===== src/rtl/seg7_mux_disp.sv =====
// seg7_mux_disp: time-multiplexed hex display driver with overflow and leading-zero blanking
module seg7_mux_disp #(
    parameter int NUM_DIGITS  = 4,
    parameter int REFRESH_DIV = 100000,
    parameter int LZ_BLANK    = 1
) (
    input  logic                    clk,
    input  logic                    rst_n,
    input  logic                    load,
    input  logic [4*NUM_DIGITS-1:0] value,
    input  logic                    overflow,
    output logic [6:0]              seg,
    output logic [NUM_DIGITS-1:0]   anode,
    output logic                    scan_tick
);
    localparam int CW = $clog2(REFRESH_DIV);
    localparam int IW = NUM_DIGITS > 1 ? $clog2(NUM_DIGITS) : 1;

    logic [CW-1:0]           cnt_q, cnt_d;
    logic [IW-1:0]           idx_q, idx_d;
    logic [4*NUM_DIGITS-1:0] disp_q;
    logic                    ovf_q;
    logic [6:0]              seg_q, seg_d, dec;
    logic [NUM_DIGITS-1:0]   anode_q, anode_d;
    logic                    tick_q, term, blank;
    logic [3:0]              nib;

    // refresh counter, digit index and the digit pattern for the current index
    always_comb begin
        term    = cnt_q == CW'(REFRESH_DIV - 1);
        cnt_d   = term ? '0 : cnt_q + 1'b1;
        idx_d   = !term ? idx_q : (idx_q == IW'(NUM_DIGITS - 1)) ? '0 : idx_q + 1'b1;
        nib     = 4'(disp_q >> (4 * idx_q));
        blank   = LZ_BLANK != 0 && idx_q != '0 && (disp_q >> (4 * idx_q)) == '0;
        anode_d = ~(NUM_DIGITS'(1) << idx_q);
        seg_d   = ovf_q ? 7'b0110110 : blank ? 7'b1111111 : dec;
    end

    // hex to active-low {g,f,e,d,c,b,a}
    always_comb begin
        dec = 7'b1111111;
        case (nib)
            4'h0: dec = 7'b1000000;
            4'h1: dec = 7'b1111001;
            4'h2: dec = 7'b0100100;
            4'h3: dec = 7'b0110000;
            4'h4: dec = 7'b0011001;
            4'h5: dec = 7'b0010010;
            4'h6: dec = 7'b0000010;
            4'h7: dec = 7'b1111000;
            4'h8: dec = 7'b0000000;
            4'h9: dec = 7'b0010000;
            4'hA: dec = 7'b0001000;
            4'hB: dec = 7'b0000011;
            4'hC: dec = 7'b1000110;
            4'hD: dec = 7'b0100001;
            4'hE: dec = 7'b0000110;
            4'hF: dec = 7'b0001110;
        endcase
    end

    // scan state, display register and registered outputs; anode and seg share one stage
    always_ff @(posedge clk or negedge rst_n) begin
        if (!rst_n) begin
            cnt_q   <= '0;
            idx_q   <= '0;
            disp_q  <= '0;
            ovf_q   <= 1'b0;
            seg_q   <= 7'b1111111;
            anode_q <= '1;
            tick_q  <= 1'b0;
        end else begin
            cnt_q   <= cnt_d;
            idx_q   <= idx_d;
            seg_q   <= seg_d;
            anode_q <= anode_d;
            tick_q  <= term;
            if (load) begin
                disp_q <= value;
                ovf_q  <= overflow;
            end
        end
    end

    assign seg       = seg_q;
    assign anode     = anode_q;
    assign scan_tick = tick_q;
endmodule


===== config.mk =====
export PLATFORM = sky130hd
export DESIGN_NAME = seg7_mux_disp
export DESIGN_NICKNAME = d
export VERILOG_FILES = /design/src/rtl/seg7_mux_disp.sv
export SDC_FILE = /design/constraint.sdc
export NUM_CORES = 1
export LEC_CHECK = 0
export ABC_AREA = 1
export CAP_MARGIN = 40
export CORE_MARGIN = 3
export CORE_UTILIZATION = 45
export CTS_BUF_LIST = sky130_fd_sc_hd__clkbuf_4 sky130_fd_sc_hd__clkbuf_8
export DETAILED_ROUTE_END_ITERATION = 8
export PLACE_DENSITY = 0.67
export SKIP_CTS_REPAIR_TIMING = 1
export SLEW_MARGIN = 20
export SYNTH_ARGS = -nofsm -noshare
export SYNTH_HDL_FRONTEND = slang
export SYNTH_SLANG_ARGS = --single-unit

===== constraint.sdc =====
create_clock -name clk -period 3.6 [get_ports clk]
set_clock_uncertainty 0.05 [all_clocks]
set_input_delay 0.36 -clock clk [delete_from_list [all_inputs] [get_ports clk]]
set_output_delay 0.36 -clock clk [all_outputs]
set_load 0.01 [all_outputs]

==> results.md <==
- The worst pin sits at a relative slew slack of 47.3%.
- In this run, CTS created clock tree buffers numbering 5.
- The routability congestion estimate is 0.843.
- The routed wire length is 4.84 mm.
- The top cell type by area accounts for 35.4% of the synthesized area.
- The final-layout fill cell count is 513.
- The layout net count is 351.
- The TritonCTS clock tree is done.
- The first-pass iteration count of the detailed router is 4.
- The CTS clock-pin slew for the worst setup and hold paths is 0.09 ns.
- Registers take 1210 µm².
- The worst setup path is launched from a flip-flop.
- On the final layout, the worst hold slack is -0.0158 ns.
- For the worst setup path, the data required time is 3.78 ns.
- In the synthesized netlist, the cells that appear most often are nand2_1, dfrtp_1, inv_1, nand3_1, nor2_1.
- The maximum clock frequency is 456 MHz.
- The root buffer selected by CTS is clkbuf_8.
- Of the cells placed in the final design, the portion with a size suffix greater than 1 is 23.1%.
- In the routed layout, each cell is associated on average with a via count of 4.82.
- The residual antenna-violating net count after detailed routing is 0.
- The initial antenna violation count is 0.
- The synthesized design spends more area on one cell type than any other, namely dfrtp_1.
- In this run the horizontal extent of the chip is 82.2 µm.
- In this run the worst path has a maximum fanout of 13.
- The portion of the clock cycle consumed by the worst path in the final layout is 60.9%.
- In this run the deepest clock path goes through 2 buffers.
- At the worst endpoint, the arrival time is 2.38 ns.
- The multi-input combinational cells in the finished layout cover a total of 1210 µm².
- The total half-perimeter wirelength after legalization and detailed placement is 3.72 mm.
- The synthesized netlist occupies a cell area of 2610 µm².
- For this design the static power due to leakage is 1.50 nW.
- The number of H-tree levels is 2.
- The type of the setup path with the least slack is reg -> reg.
- After the first detailed-routing iteration, the DRC count stood at 109.
- After synthesis, the share of flip-flops with an asynchronous set or reset is 100%.
- The clock period could shrink to 2.19 ns.
- The count of antenna diodes in the layout is 0.
- The number of endpoints with negative hold slack in the final report is 20.
- The sum of negative setup slack is 0 ns.
- The count of final max-slew check failures came to 0.
- In this run the tool buffered the top-level ports with 31 buffer cells.
- The core region is 5570 µm².
- Clock latency on the worst-skew pair, taken at its later pin, is 0.29 ns.
- The number of synthesized register bits is 48.
- The first global-routing pass estimated 8.26 mm of wire.
- In this run the power density over the cells is 411 nW/µm².
- After global routing the overflow that remains totals 0.
- Setup repair after global routing left no endpoint under its margin.
- The all-layer global routing usage is 16.0%.
- For this design the top-level I/O count stands at 32.
- The total chip power is 1.30 mW.
- The synthesized netlist net count is 317.
- The maximum number of pins on one net before global-route repair is 27.
- The leading register cell type out of synthesis is dfrtp_1.
- Setup violations remaining at the end of the flow were counted as 0.
- The via count of the routed design is 1896.
- After synthesis, the cell types taking the most area are dfrtp_1, dfstp_2, nand2_1.
- The die is 82.2 µm tall.
- For the pin with the worst max-slew slack, the measured transition is 0.789 ns.
- The clock drives 48 sinks.
- The kind of end point of the critical path is a flip-flop.
- The tightest min-delay check is of the in -> async type.
- The count of flip-flops with a built-in enable after synthesis is 0.
- The share of the yosys chip area belonging to registers is 46.5%.
- The final reports fail on negative hold slack.
- The number of global-route vias before repair is 1725.
- The initial core utilization is 46.9%.
- From synthesis to final layout, the design area changed by 20.5%.
- In this run the mean area of a mapped cell was 9.14 µm².
- The flow ran to the end, but the final reports show violations.
- After detailed routing, the average wire length per cell comes to 12.3 µm.
- The floorplan has 27 rows.
- The reported max-cap violation count is 0.
- Yosys printed 0 warnings.
- The die footprint is 6760 µm².
- The number of different library cells used by synthesis comes to 32.
- The cell count after synthesis is 286.
- By instance count, the leading cell after synthesis is nand2_1.
- The worst voltage drop across the vdd grid is 232 µV.
- The DRC violations left is 0.
## critical path, stage by stage, from the launching register on
cell and delay, ns:
dfrtp_1 0.63, inv_2 0.21, nand2_2 0.11, nand2_2 0.06, o21ai_2 0.26, ha_1 0.19
inv_1 0.06, nor2_1 0.09, nand4_1 0.15, inv_1 0.10, nand2_2 0.09, a21oi_2 0.14
## sequential cells by signal, summed over array words and instances, names as in the netlist
name       flops
disp_q        16
idx_q          2
cnt_q         17
anode          4
seg            7
scan_tick      1
ovf_q          1
## cells in the final DEF, fill, tap and decap left out, types with 2 or more instances in the layout
cell type	Yosys	final
inv_1	32	32
ha_1	11	11
mux2_2	12	12
nand3_1	28	28
clkdlybuf4s50_1	0	30
nand2_1	59	59
nor3_2	2	2
nand4_1	5	5
a21oi_1	4	4
nor2_2	3	3
o21ai_0	5	5
nand2_2	10	10
a21oi_2	5	5
dfstp_2	11	11
nor3_1	3	3
o21ai_2	2	2
nor2_4	2	2
dfrtp_1	37	37
o21ai_1	2	2
xor2_1	10	10
bufinv_16	0	3
clkbuf_8	0	5
nand3_2	6	6
inv_2	7	7
nand2_4	2	2
nor2_1	17	17
xnor2_1	2	2
## report_power, final
part / switching (mW) / leakage (nW) / total, mW / internal [mW]
clock network: 0.183 / 0.0784 / 0.531 / 0.347
logic: 0.0868 / 0.839 / 0.170 / 0.0833
registers: 0.0175 / 0.581 / 0.595 / 0.577
total: 0.288 / 1.50 / 1.30 / 1.01
## logic make-up after synthesis
kind of cell | synth area share [%]
AND/OR/NAND/NOR | 27.5
multiplexers | 5.17
flip-flops | 46.5
adder cells (fa/ha/maj) | 5.27
XOR/XNOR | 4.02
AO/OA/AOI/OAI | 4.45
buffers and inverters | 7.08
## cell type report
cell class / count / area share [%]
timing repair buffer: 32 / 10.3
multi-input combinational: 194 / 38.5
inverter: 39 / 4.65
clock buffer: 5 / 2.19
clock inverter: 3 / 2.86
sequential: 48 / 38.6
tap: 72 / 2.86
## metal layers
metal | GRT usage (%) | wire length, µm | vias to the layer above
li1 | - | - | 973
met1 | 23.1 | 2440 | 897
met2 | 24.4 | 2230 | 24
met3 | 2.60 | 132 | 2
met4 | 5.48 | 38 | 0
met5 | 0 | 0 | -
## final timing paths
path,slack (ns),end,cells after the start,startpoint
worst max-delay path,1.41,seg[6]$_DFF_PN1_,11,idx_q[0]$_DFFE_PN0P_
worst min-delay path,-0.02,disp_q[15]$_DFFE_PN0P_,1,rst_n
worst max register to register,1.41,seg[6]$_DFF_PN1_,11,idx_q[0]$_DFFE_PN0P_
worst min register to register,0.43,seg[6]$_DFF_PN1_,1,ovf_q$_DFFE_PN0P_
max in group asynchronous,2.93,anode[3]$_DFF_PN1_,2,rst_n
min in group clk,0.43,seg[6]$_DFF_PN1_,1,ovf_q$_DFFE_PN0P_
## per-stage QoR
| stage | instances | setup slack, ns | cell area, µm² | util (%) |
|---|---|---|---|---|
| final | 393 | 1.41 | 3150 | 56.5 |
| after global routing | 393 | 1.16 | 3150 | 56.5 |
| after CTS | 393 | 1.39 | 3150 | 56.5 |
| after detailed placement | 385 | 1.44 | 2990 | 53.6 |
| after global placement | 384 | 1.52 | 2970 | 53.3 |
| after floorplan | 286 | 1.85 | 2610 | - |
No activity file was read; power rests on OpenSTA's default activity.
==> edit, RTL diff (config.mk and constraints unchanged) <==
Reset style: synchronous (`rst_n`), changed in one clocked block.
--- a/src/rtl/seg7_mux_disp.sv
+++ b/src/rtl/seg7_mux_disp.sv
@@ -61,5 +61,5 @@
 
     // scan state, display register and registered outputs; anode and seg share one stage
-    always_ff @(posedge clk or negedge rst_n) begin
+    always_ff @(posedge clk) begin
         if (!rst_n) begin
             cnt_q   <= '0;
Formal check against the unedited RTL: differs if rst_n is asserted again (counterexample within 4 cycles, from zero or initial values and one cycle with rst_n low); with rst_n held inactive, the same outputs for 10 cycles.
==> edit against the original RTL <==
Routed wire length down 1.4%. Final cell count up 5.6%. Setup slack better by 0.089 ns. Total power down 17%. Area after synthesis down 10%. Global-route usage up 1.1 points. Critical path depth down 1. Sequential cell count unchanged. Clock power down 31%. Design area down 11%. Critical path type unchanged.
==> edit: results (changes against the original RTL) <==
clk_lat worst skew=0.29 ns (about the same); Root Driver=clkbuf_8; vias in the first global route=1,894 (+9.8%); worst r2r path cells=10 (-1); max reg flops=17 (unchanged); routed len/inst=11.50 microns (-6.6%); Tot GR Track Use=17.18% (+1.1 points); Hold Crit Depth=1; Static Leak=1.153 nW (-23%); Final Net Count=379 (+8.0%); GP Congestion=0.9391 (+11%); Seq/Total Area, Yosys=40.96% (-5.5 points); top cell types by occurrence after synthesis=71 x nand2_1, 48 x dfxtp_1, 44 x nor2_1; Post-synth ARST share=0% (-100 points); Clock Path Buffers=2 (unchanged); first-pass GRT wire length=8500 microns (+2.9%); Peak VDD IR=0.2854 mV (+23%); clock-pin slew on the worst setup and hold paths=0.08 ns; total CTS buffers=5 (unchanged); status=finished, final reports clean; EDFF count, synth=0 (unchanged); H-Tree Depth=2 (unchanged); DR vias/cell=4.853 (+0.59%); max_slew headroom=58.74% (+11 points); Placement Setup Slack=1.534 ns (+0.09877 ns); n_diodes=0 (unchanged); share of cells above drive strength 1=10.63% (-12 points); drt initial violations=102 (-6.4%); ranking of synthesized cells by area=dfxtp_1 41%, nand2_1 11%, nor2_1 7.0%; HPWL after DPL=3612 microns (-2.9%); min-delay worst type=flop to flop; syn nets=349 (+10%); largest net degree at the start of global routing=25 (-7.4%)
## edit: cell types whose count changed in the layout (fill, tap and decap cells not counted), moves of 18 or more
cell     before  now
dfxtp_1       0   48
nor2_1       17   44
dfrtp_1      37    0
o21ai_0       5   23
## edit: power breakdown
part	leakage [nW]	total, mW	switching [mW]	internal (mW)
Sequential	0.395	0.569	0.0135	0.555
Combinational	0.708	0.132	0.0693	0.0630
Clock	0.0501	0.369	0.169	0.199
Total	1.15	1.07	0.252	0.818
## edit: critical path, stage by stage (launching register included)
cell,delay [ns]
dfxtp_1,0.60
inv_2,0.21
nand2_1,0.11
nand3_1,0.07
nand2_1,0.18
inv_1,0.11
ha_1,0.23
nand3_1,0.12
o21ai_0,0.10
a21oi_1,0.16
nand2_1,0.07
## edit: kinds of logic after synthesis
family                     share of synthesized area, %
AOI/OAI and AO/OA                                 9.494
xor gates and xnor gates                          1.120
adders and majority gates                         5.333
buffers and inverters                             7.040
DFF                                               40.96
and+or+nand+nor                                   36.05
## edit: metrics by stage
| stage | area [sq um] | instances |
|---|---|---|
| floorplan | 2346 | 319 |
| global placement | 2684 | 408 |
| detailed placement | 2695 | 409 |
| CTS | 2794 | 415 |
| global route | 2794 | 415 |
| finish | 2794 | 415 |
## edit: final cells by class
cell class                      instances  area, sq um
Tap cell                               67        83.83
Inverter                               29        108.9
Fill cell                             500         2086
Clock buffer                            5        68.82
Clock inverter                          1        30.03
Multi-Input combinational cell        233         1220
Sequential cell                        48        960.9
Timing Repair Buffer                   32        321.6
## edit: layer usage
layer	track usage, %	vias to the layer above	wire length [microns]
met5	0	-	0
li1	-	1080	-
met2	25.51	37	2001
met3	3.440	7	200
met4	5.245	0	55
met1	25.02	890	2517
## edit: path summary, 6_finish.rpt
kind,slack [ns],end,start
min,0.42,cnt_q[0]$_SDFF_PP0_,cnt_q[0]$_SDFF_PP0_
max,1.50,seg[5]$_SDFF_PP1_,idx_q[0]$_SDFFE_PN0P_
min reg2reg,0.42,cnt_q[0]$_SDFF_PP0_,cnt_q[0]$_SDFF_PP0_
max reg2reg,1.50,seg[5]$_SDFF_PP1_,idx_q[0]$_SDFFE_PN0P_
